==> config.mk <==
export PLATFORM = sky130hd
export DESIGN_NAME = pll_phase_ctrl_dyn
export DESIGN_NICKNAME = d
export VERILOG_FILES = /design/src/rtl/pll_phase_ctrl_dyn.sv
export SDC_FILE = /design/constraint.sdc
export NUM_CORES = 1
export LEC_CHECK = 0
export CAP_MARGIN = 20
export CORE_MARGIN = 2
export CORE_UTILIZATION = 45
export CTS_CLUSTER_DIAMETER = 80
export DETAILED_ROUTE_END_ITERATION = 10
export DONT_BUFFER_PORTS = 1
export HOLD_SLACK_MARGIN = 0.12
export PLACE_DENSITY = 0.59
export SKIP_CTS_REPAIR_TIMING = 1
export SLEW_MARGIN = 20
export SYNTH_ARGS = -nofsm -noshare
export SYNTH_HDL_FRONTEND = slang
export SYNTH_SLANG_ARGS = --single-unit
export TNS_END_PERCENT = 1
==> constraint.sdc <==
create_clock -name clk_i -period 2.8 [get_ports clk_i]
set_input_delay 0.7 -clock clk_i [delete_from_list [all_inputs] [get_ports clk_i]]
set_output_delay 0.7 -clock clk_i [all_outputs]
set_load 0.005 [all_outputs]
==> src/rtl/pll_phase_ctrl_dyn.sv <==
// Dynamic phase controller for a PLL with up to 8 outputs: applies initial
// per-output phase steps after lock, then serves runtime adjust requests.
//
// state     | meaning
// ----------+-----------------------------------------------------------
// WAIT_LOCK | waiting for LOCK_WAIT consecutive cycles of raw PLL lock
// INIT_NEXT | scanning outputs for initial step counts, one index/cycle
// SETUP     | phasesel/phasedir presented, no step pulse yet
// PULSE     | phasestep high for PULSE_CYC cycles
// GAP       | phasestep low for GAP_CYC cycles, then next step or return
// IDLE      | init done, accepting runtime requests
module pll_phase_ctrl_dyn #(
  parameter int NUM_OUT = 5,
  parameter int SEL_W = 3,
  parameter int STEP_W = 4,
  parameter logic [NUM_OUT*STEP_W-1:0] INIT_STEPS = '0,
  parameter logic [NUM_OUT-1:0] INIT_EN = '1,
  parameter int LOCK_WAIT = 16,
  parameter int PULSE_CYC = 4,
  parameter int GAP_CYC = 8
) (
  input  logic              clk_i,
  input  logic              rst_i,
  input  logic              pll_lock_i,
  input  logic              req_valid_i,
  output logic              req_ready_o,
  input  logic [SEL_W-1:0]  req_sel_i,
  input  logic              req_dir_i,
  input  logic [STEP_W-1:0] req_steps_i,
  output logic              resp_valid_o,
  output logic              resp_err_o,
  output logic [SEL_W-1:0]  phasesel_o,
  output logic              phasedir_o,
  output logic              phasestep_o,
  output logic              phaseloadreg_o,
  output logic              busy_o,
  output logic              lock_o,
  output logic              done_pll_init_o
);

  localparam int TMR_MAX = (PULSE_CYC > GAP_CYC) ? PULSE_CYC : GAP_CYC;
  localparam int TMR_W = $clog2(TMR_MAX + 1);
  localparam int LCNT_W = $clog2(LOCK_WAIT + 1);

  localparam logic [TMR_W-1:0]  TMR_PULSE = TMR_W'(PULSE_CYC - 1);
  localparam logic [TMR_W-1:0]  TMR_GAP   = TMR_W'(GAP_CYC - 1);
  localparam logic [TMR_W-1:0]  TMR_ONE   = TMR_W'(1);
  localparam logic [LCNT_W-1:0] LCNT_LAST = LCNT_W'(LOCK_WAIT - 1);
  localparam logic [LCNT_W-1:0] LCNT_ONE  = LCNT_W'(1);
  localparam logic [3:0]        IDX_END   = 4'(NUM_OUT);
  localparam logic [3:0]        IDX_LAST  = 4'(NUM_OUT - 1);
  localparam logic [3:0]        IDX_ONE   = 4'd1;
  localparam logic [STEP_W-1:0] STEP_ONE  = STEP_W'(1);
  localparam logic [SEL_W:0]    SEL_LIMIT = (SEL_W + 1)'(NUM_OUT);

  typedef enum logic [2:0] {
    S_WAIT_LOCK = 3'd0,
    S_INIT_NEXT = 3'd1,
    S_SETUP     = 3'd2,
    S_PULSE     = 3'd3,
    S_GAP       = 3'd4,
    S_IDLE      = 3'd5
  } state_t;

  state_t              r_state;
  logic [LCNT_W-1:0]   r_lock_cnt;
  logic [3:0]          r_idx;
  logic [STEP_W-1:0]   r_steps;
  logic [TMR_W-1:0]    r_tmr;
  logic [SEL_W-1:0]    r_sel;
  logic                r_dir;
  logic                r_done;
  logic                r_in_req;
  logic                r_resp_valid;
  logic                r_resp_err;

  state_t              w_state_nxt;
  logic [LCNT_W-1:0]   w_lock_cnt_nxt;
  logic [3:0]          w_idx_nxt;
  logic [STEP_W-1:0]   w_steps_nxt;
  logic [TMR_W-1:0]    w_tmr_nxt;
  logic [SEL_W-1:0]    w_sel_nxt;
  logic                w_dir_nxt;
  logic                w_done_nxt;
  logic                w_in_req_nxt;
  logic                w_resp_valid_nxt;
  logic                w_resp_err_nxt;

  logic                w_accept;
  logic                w_lock_lost;
  logic                w_sel_bad;
  logic [STEP_W-1:0]   w_init_cnt [8];
  logic [7:0]          w_init_need;

  // Tables are padded to 8 entries so the 3-bit index always lands in range.
  for (genvar k = 0; k < 8; k++) begin : g_init
    if (k < NUM_OUT) begin : g_on
      assign w_init_cnt[k]  = INIT_STEPS[k*STEP_W +: STEP_W];
      assign w_init_need[k] = INIT_EN[k] && (INIT_STEPS[k*STEP_W +: STEP_W] != '0);
    end else begin : g_off
      assign w_init_cnt[k]  = '0;
      assign w_init_need[k] = 1'b0;
    end
  end

  assign w_accept    = req_valid_i & req_ready_o;
  assign w_lock_lost = ~pll_lock_i & (r_state != S_WAIT_LOCK);
  assign w_sel_bad   = {1'b0, req_sel_i} >= SEL_LIMIT;

  always_ff @(posedge clk_i) begin
    if (rst_i) begin
      r_state      <= S_WAIT_LOCK;
      r_lock_cnt   <= '0;
      r_idx        <= '0;
      r_steps      <= '0;
      r_tmr        <= '0;
      r_sel        <= '0;
      r_dir        <= 1'b0;
      r_done       <= 1'b0;
      r_in_req     <= 1'b0;
      r_resp_valid <= 1'b0;
      r_resp_err   <= 1'b0;
    end else begin
      r_state      <= w_state_nxt;
      r_lock_cnt   <= w_lock_cnt_nxt;
      r_idx        <= w_idx_nxt;
      r_steps      <= w_steps_nxt;
      r_tmr        <= w_tmr_nxt;
      r_sel        <= w_sel_nxt;
      r_dir        <= w_dir_nxt;
      r_done       <= w_done_nxt;
      r_in_req     <= w_in_req_nxt;
      r_resp_valid <= w_resp_valid_nxt;
      r_resp_err   <= w_resp_err_nxt;
    end
  end

  always_comb begin
    w_state_nxt      = r_state;
    w_lock_cnt_nxt   = r_lock_cnt;
    w_idx_nxt        = r_idx;
    w_steps_nxt      = r_steps;
    w_tmr_nxt        = r_tmr;
    w_sel_nxt        = r_sel;
    w_dir_nxt        = r_dir;
    w_done_nxt       = r_done;
    w_in_req_nxt     = r_in_req;
    w_resp_valid_nxt = 1'b0;
    w_resp_err_nxt   = 1'b0;

    case (r_state)
      S_WAIT_LOCK: begin
        if (pll_lock_i) begin
          if (r_lock_cnt == LCNT_LAST) begin
            w_state_nxt    = S_INIT_NEXT;
            w_lock_cnt_nxt = '0;
            w_idx_nxt      = '0;
          end else begin
            w_lock_cnt_nxt = r_lock_cnt + LCNT_ONE;
          end
        end else begin
          w_lock_cnt_nxt = '0;
        end
      end

      S_INIT_NEXT: begin
        if (r_idx >= IDX_END) begin
          w_state_nxt = S_IDLE;
          w_done_nxt  = 1'b1;
        end else if (w_init_need[r_idx[2:0]]) begin
          w_steps_nxt  = w_init_cnt[r_idx[2:0]];
          w_sel_nxt    = SEL_W'(r_idx);
          w_dir_nxt    = 1'b0;
          w_in_req_nxt = 1'b0;
          w_idx_nxt    = r_idx + IDX_ONE;
          w_state_nxt  = S_SETUP;
        end else if (r_idx == IDX_LAST) begin
          w_state_nxt = S_IDLE;
          w_done_nxt  = 1'b1;
        end else begin
          w_idx_nxt = r_idx + IDX_ONE;
        end
      end

      S_SETUP: begin
        w_tmr_nxt   = TMR_PULSE;
        w_state_nxt = S_PULSE;
      end

      S_PULSE: begin
        if (r_tmr == '0) begin
          w_tmr_nxt   = TMR_GAP;
          w_state_nxt = S_GAP;
        end else begin
          w_tmr_nxt = r_tmr - TMR_ONE;
        end
      end

      S_GAP: begin
        if (r_tmr == '0) begin
          w_steps_nxt = r_steps - STEP_ONE;
          if (r_steps != STEP_ONE) begin
            w_tmr_nxt   = TMR_PULSE;
            w_state_nxt = S_PULSE;
          end else if (r_in_req) begin
            w_state_nxt      = S_IDLE;
            w_in_req_nxt     = 1'b0;
            w_resp_valid_nxt = 1'b1;
          end else begin
            w_state_nxt = S_INIT_NEXT;
          end
        end else begin
          w_tmr_nxt = r_tmr - TMR_ONE;
        end
      end

      S_IDLE: begin
        if (w_accept) begin
          if (w_sel_bad) begin
            w_resp_valid_nxt = 1'b1;
            w_resp_err_nxt   = 1'b1;
          end else if (req_steps_i == '0) begin
            w_resp_valid_nxt = 1'b1;
          end else begin
            w_sel_nxt    = req_sel_i;
            w_dir_nxt    = req_dir_i;
            w_steps_nxt  = req_steps_i;
            w_in_req_nxt = 1'b1;
            w_state_nxt  = S_SETUP;
          end
        end
      end

      default: w_state_nxt = S_WAIT_LOCK;
    endcase

    // Lock loss overrides everything; any request in hand is reported as aborted.
    if (w_lock_lost) begin
      w_state_nxt      = S_WAIT_LOCK;
      w_lock_cnt_nxt   = '0;
      w_idx_nxt        = '0;
      w_done_nxt       = 1'b0;
      w_in_req_nxt     = 1'b0;
      w_resp_valid_nxt = r_in_req | w_accept;
      w_resp_err_nxt   = r_in_req | w_accept;
    end
  end

  assign req_ready_o     = (r_state == S_IDLE) & r_done;
  assign resp_valid_o    = r_resp_valid;
  assign resp_err_o      = r_resp_err;
  assign phasesel_o      = r_sel;
  assign phasedir_o      = r_dir;
  assign phasestep_o     = (r_state == S_PULSE);
  assign phaseloadreg_o  = 1'b0;
  assign busy_o          = (r_state != S_IDLE) && (r_state != S_WAIT_LOCK);
  assign lock_o          = pll_lock_i & r_done;
  assign done_pll_init_o = r_done;

endmodule

==> results of run 1 <==
==> final cells by class <==
cell class	count	area, sq um
clock buffer	3	22.5
fill	347	1710
inverter	11	41.3
multi-input combinational	148	1000
sequential	28	561
tap	46	57.6
timing repair buffer	3	22.5
==> state kept, by name (all words and copies together) (netlist names) <==
register / flops
resp_err_o: 1
r_idx: 4
r_lock_cnt: 5
r_tmr: 4
phasesel_o: 3
r_state: 3
resp_valid_o: 1
phasedir_o: 1
r_in_req: 1
r_steps: 4
done_pll_init_o: 1
==> per-layer routing <==
metal | vias to the layer above | global-route usage | share of wire
li1 | 693 | - | -
met1 | 651 | 0.242 | 0.48
met2 | 32 | 0.279 | 0.46
met3 | 2 | 0.0370 | 0.051
met4 | 0 | 0.0479 | 0.0073
met5 | - | 0 | 0
==> power groups by stage <==
stage	registers, mW	logic, mW	clock network (mW)
after detailed placement	0.456	0.326	0
after global placement	0.455	0.320	0
after global routing	0.451	0.373	0.189
after CTS	0.447	0.328	0.174
after floorplan	0.451	0.271	0
final	0.447	0.328	0.165
==> cells in the mapped netlist (2+ instances only) <==
cell type   n  area, sq um
nor3_1      5         25.0
ha_1        9          113
clkbuf_1    6         22.5
nand3b_1    2         15.0
a41oi_1     2         17.5
o31ai_1     3         22.5
nand2b_1    2         12.5
o21a_1      3         22.5
inv_1      11         41.3
dfxtp_1    28          561
o21ai_0    10         50.1
nand4b_1    2         17.5
mux2i_1     8         80.1
nor2b_1     4         25.0
nand2_1    13         48.8
a21o_1      2         15.0
a311oi_1    3         26.3
xnor2_1     3         26.3
o211ai_1    4         30.0
or3_1       4         25.0
nand3_1     3         15.0
a21oi_1    13         65.1
nor2_1     28          105
==> worst max-delay path by stage <==
stage,endpoint,slack [ps],start,cells after the start
floorplan,r_steps[1],730,req_sel_i[1],5
global placement,r_state[0],630,r_state[0],6
detailed placement,r_idx[1],560,r_idx[0],7
CTS,req_ready_o,480,r_state[2],2
global route,req_ready_o,320,r_state[2],2
finish,req_ready_o,500,r_state[2],2
==> critical path: stages (launching register included) <==
cell	delay, ps
dfxtp_1	580
nor2b_1	440
and3_1	260
==> metrics by stage <==
step	instances	power (mW)	hold WS, ps
floorplan	195	0.723	445
global placement	236	0.775	458
detailed placement	236	0.781	469
CTS	239	0.948	408
global route	239	1.01	395
finish	239	0.940	424
==> kinds of logic (layout without fill, tap and decap cells) <==
logic type | after synthesis | count (layout) | synth area share
AND/OR/NAND/NOR | 75 | 75 | 0.246
AO/OA/AOI/OAI | 50 | 50 | 0.217
flip-flops | 28 | 28 | 0.342
buffers and inverters | 19 | 17 | 0.0465
adder cells (fa/ha/maj) | 9 | 9 | 0.0687
multiplexers | 9 | 9 | 0.0557
XOR/XNOR | 4 | 4 | 0.0214
other | 1 | 1 | 0.00229
==> flow_summary_export.csv, run 1 <==
group,metric,value,unit
logic_synthesis,seq_area_frac_synth,0.342,
detailed_routing,post_drt_wl_per_cell,14.2,um
hold_path,hold_end,"r_steps[0]",
finish,final_cell_mix,"nor2_1, dfxtp_1, nand2_1, a21oi_1, inv_1",
sta,worst_slew_pin_slew,864,ps
detailed_routing,routed_wl,3400,um
logic_synthesis,synth_cell_types,50,
setup_path,cp.required,2100,ps
detailed_routing,drt_iter0_drc,55,
place,hpwl,2520,um
detailed_routing,num_vias,1378,
setup_path,rrSetupSlack,540,ps
hold_path,whs_path_depth,1,
sta,setup_viol,0,
logic_synthesis,synthesis.area,1640,sq um
hold_path,hold_class,"in2reg",
die,dieArea,4140,sq um
logic_synthesis,synth_ff_type,"dfxtp_1",
grt,grt_max_degree,23,
sta,post-route-period-util,0.822,
detailed_routing,firstDrtPassIters,4,
place,pre_cts_slack,565,ps
setup_path,crit_path_max_fanout,11,
setup_path,endpoint_kind,"output pin",
finish,layout-drive-gt1-share,0.0725,
die,io_pins,24,
job,cap_violations,0,
power,clock_power_share,0.175,
setup_path,r2r_start,"r_idx[0]",
clock_tree,htree_levels,1,
die,rows,21,
die,core_area,3420,sq um
power,p_per_area,550,nW/um^2
sta,skew,7.01,ps
detailed_routing,final_antenna_net_count,0,
die,initial_utilization,0.480,
setup_path,r2r-end,"r_idx[1]",
grt,grt_usage,0.176,
sta,hold_viol,0,
place,place_area,1690,sq um
finish,fin_util,0.500,
die,fp.dieH,64.4,um
power,switchingPower,338,uW
detailed_routing,routed_via_density,5.77,
finish,syn2layout_area_growth,4.12,%
sta,rsz0062_at_grt,"no",
logic_synthesis,ys_async_sr_fraction,0,
power,seqPwrFrac,0.476,
setup_path,startpoint_type,"flip-flop",
power,swShare,0.360,
die,die_x,64.4,um
place,portBuffers,0,
sta,tns,0,ps
finish,postLayoutCellArea,1710,sq um
logic_synthesis,synth_cells,195,
clock_tree,worstSkewPairLatency,320,ps
clock_tree,cts.reportedPaths.clkPinSlew,150,ps
detailed_routing,drcViolationCount,0,
run_status,outcome,"finished clean",
logic_synthesis,synthesis.nets,216,
logic_synthesis,syn_avg_cell_area,8.41,sq um
clock_tree,cts_tree,"yes",
sta,maxSlewViolCount,0,
grt,antenna_found_initial,0,
power,pwr-share-comb,0.349,
setup_path,ff2ff_path_depth,7,
clock_tree,clock-sinks,28,
sta,finalCriticalPeriod,2300,ps
grt,grt_first_pass_wirelength,5820,um
logic_synthesis,ys_ff_latch,28,
power,vdd.ir_drop.worst,303,uV
finish,layout.nets,216,
clock_tree,cts_buffer_depth,2,
clock_tree,cts-root-buf,"clkbuf_4",
grt,grt-ovfl-total,0,
hold_path,hp-start,"rst_i",
grt,grt_pass1_vias,1305,
power,intPower,602,uW
logic_synthesis,synth-edff-count,0,
sta,clock.fmax,0.434,GHz
sta,worst_slack,498,ps
logic_synthesis,ys_warn_count,0,
clock_tree,numCtsBuffers,3,
setup_path,worst-endpoint-arrival,1600,ps
power,p_leak,0.607,nW
sta,slew_headroom,0.419,
setup_path,path_class,"reg2out",
place,routabilityCongestion,0.797,
finish,n_antenna_cell,0,
Power figures use the tool's default switching activity.
==> inputs of run 2 (changes only) <==
Settings changed: PLACE_DENSITY 0.59 to 0.61.
Clock period 2.8 ns to 1.9 ns, I/O delays scaled along.
==> flow_summary_export.csv, run 2 (synthesized netlist as in run 1, its figures left out) <==
group,metric,value,unit
run_status,outcome,"finished, violations left",
run_status,violations,"setup timing",
power,intPower,1.14,mW
power,p_per_area,872,nW/um^2
detailed_routing,routed_via_density,5.72,
hold_path,hold_end,"r_tmr[2]",
detailed_routing,final_antenna_net_count,0,
die,rows,21,
die,die_x,64.4,um
detailed_routing,drcViolationCount,0,
setup_path,endpoint_kind,"flip-flop",
sta,hold_viol,0,
grt,grt_first_pass_wirelength,6130,um
setup_path,worst-endpoint-arrival,2230,ps
finish,largest_reg_flops,5,
clock_tree,clock-sinks,28,
clock_tree,worstSkewPairLatency,340,ps
setup_path,startpoint_type,"flip-flop",
power,swShare,0.336,
clock_tree,cts_buffer_depth,2,
hold_path,whs_path_depth,1,
grt,grt-ovfl-total,0,
detailed_routing,met1_length,1730,um
finish,top_register,"r_lock_cnt",
finish,final_cell_mix,"nor2_1, dfxtp_1, buf_4",
sta,clock.fmax,0.512,GHz
detailed_routing,top_layer_used,"met4",
finish,n_antenna_cell,0,
power,switchingPower,577,uW
setup_path,r2r-end,"r_idx[1]",
setup_path,crit_buf_inv,1,
sta,setup_viol,7,
place,portBuffers,0,
finish,syn2layout_area_growth,20.1,%
die,core_area,3420,sq um
setup_path,rrSetupSlack,-50,ps
sta,finalCriticalPeriod,1950,ps
place,pre_cts_slack,-126,ps
sta,hold_ws,168,ps
clock_tree,cts.reportedPaths.clkPinSlew,160,ps
clock_tree,cts_tree,"yes",
grt,grt_pass1_vias,1412,
power,p_leak,0.717,nW
clock_tree,cts-root-buf,"clkbuf_4",
sta,maxSlewViolCount,0,
detailed_routing,post_drt_wl_per_cell,14.6,um
finish,multi_input_area,1090,sq um
finish,n_fill_cell,334,
setup_path,r2r_start,"r_idx[1]",
job,cap_violations,0,
finish,layout-drive-gt1-share,0.251,
setup_path,critPathSlowestCell,"a2111oi_4",
detailed_routing,firstDrtPassIters,4,
grt,antenna_found_initial,0,
sta,skew,7.20,ps
die,fp.dieH,64.4,um
detailed_routing,routed_wl,3750,um
setup_path,cp.required,2180,ps
hold_path,hold_class,"in2reg",
setup_path,worst_path_largest_cell_delay,480,ps
finish,ff_latch_area,571,sq um
setup_path,cp_cell_sequence,"inv_4 -> ha_4 -> or3b_4 -> a2111oi_4 -> a31oi_2 -> nand3b_1 -> a21oi_1",
sta,post-route-period-util,1.03,
power,vdd.ir_drop.worst,449,uV
finish,final_common_cell,"nor2_1",
detailed_routing,wl_met3,108,um
detailed_routing,num_vias,1469,
grt,grt_max_degree,21,
detailed_routing,drt_iter0_drc,50,
finish,layout.nets,233,
setup_path,crit_path_max_fanout,4,
die,dieArea,4140,sq um
sta,worst_slack,-53.6,ps
clock_tree,numCtsBuffers,3,
sta,rsz0062_at_grt,"yes",
grt,grt_usage,0.188,
power,pwr-share-comb,0.374,
clock_tree,htree_levels,1,
detailed_routing,route.met2.wl,1870,um
sta,tns,-128,ps
setup_path,cpLargestDelayFamily,"compound AO/OA/AOI/OAI gates",
power,seqPwrFrac,0.391,
die,io_pins,24,
die,initial_utilization,0.480,
place,hpwl,2850,um
power,clock_power_share,0.236,
hold_path,hp-start,"rst_i",
setup_path,path_class,"reg2reg",
setup_path,ff2ff_path_depth,7,
place,routabilityCongestion,0.882,
run 2: through the flow:
step / instance area [sq um] / power (mW) / util / cells
after floorplan: 1650 / 1.08 / - / 195
after global placement: 1810 / 1.22 / 0.529 / 251
after detailed placement: 1810 / 1.24 / 0.529 / 251
after CTS: 1860 / 1.64 / 0.544 / 255
after global routing: 1970 / 1.81 / 0.577 / 257
final: 1970 / 1.72 / 0.577 / 257
run 2: worst reg2reg max path, cell delays in order, from the launching register on:
cell and delay, ps:
dfxtp_2 380, inv_4 60, ha_4 150, or3b_4 410, a2111oi_4 480, a31oi_2 110, nand3b_1 180, a21oi_1 120
run 2: final cells by class:
| cell class | instances | share of cell area |
|---|---|---|
| well taps | 46 | 0.0292 |
| inverters | 11 | 0.0235 |
| clock inverters | 1 | 0.0152 |
| repair buffers | 20 | 0.0762 |
| flip-flops and latches | 28 | 0.290 |
| multi-input cells | 148 | 0.555 |
| clock buffers | 3 | 0.0114 |
run 2: worst max path at each step:
| stage | start | end | slack [ps] | cells after the start |
|---|---|---|---|---|
| floorplan | r_tmr[0] | r_tmr[2] | -40 | 7 |
| global placement | r_tmr[0] | r_tmr[3] | -4 | 6 |
| detailed placement | r_tmr[0] | r_tmr[3] | -130 | 6 |
| CTS | r_tmr[0] | r_tmr[3] | -160 | 6 |
| global route | r_idx[1] | r_idx[1] | -120 | 7 |
| finish | r_idx[1] | r_idx[1] | -50 | 7 |
run 2: power groups by stage:
stage / logic (mW) / registers, mW / clock network [mW]
2_1_floorplan: 0.410 / 0.667 / 0
3_3_place_gp: 0.549 / 0.668 / 0
3_5_place_dp: 0.570 / 0.671 / 0
4_1_cts: 0.575 / 0.659 / 0.403
5_1_grt: 0.697 / 0.678 / 0.436
6_report: 0.642 / 0.671 / 0.405
run 2: per-layer routing:
| layer | up-vias | global-route usage |
|---|---|---|
| met2 | 22 | 0.337 |
| met3 | 6 | 0.0264 |
| met1 | 708 | 0.232 |
| li1 | 733 | - |
| met5 | - | 0 |
| met4 | 0 | 0.0559 |
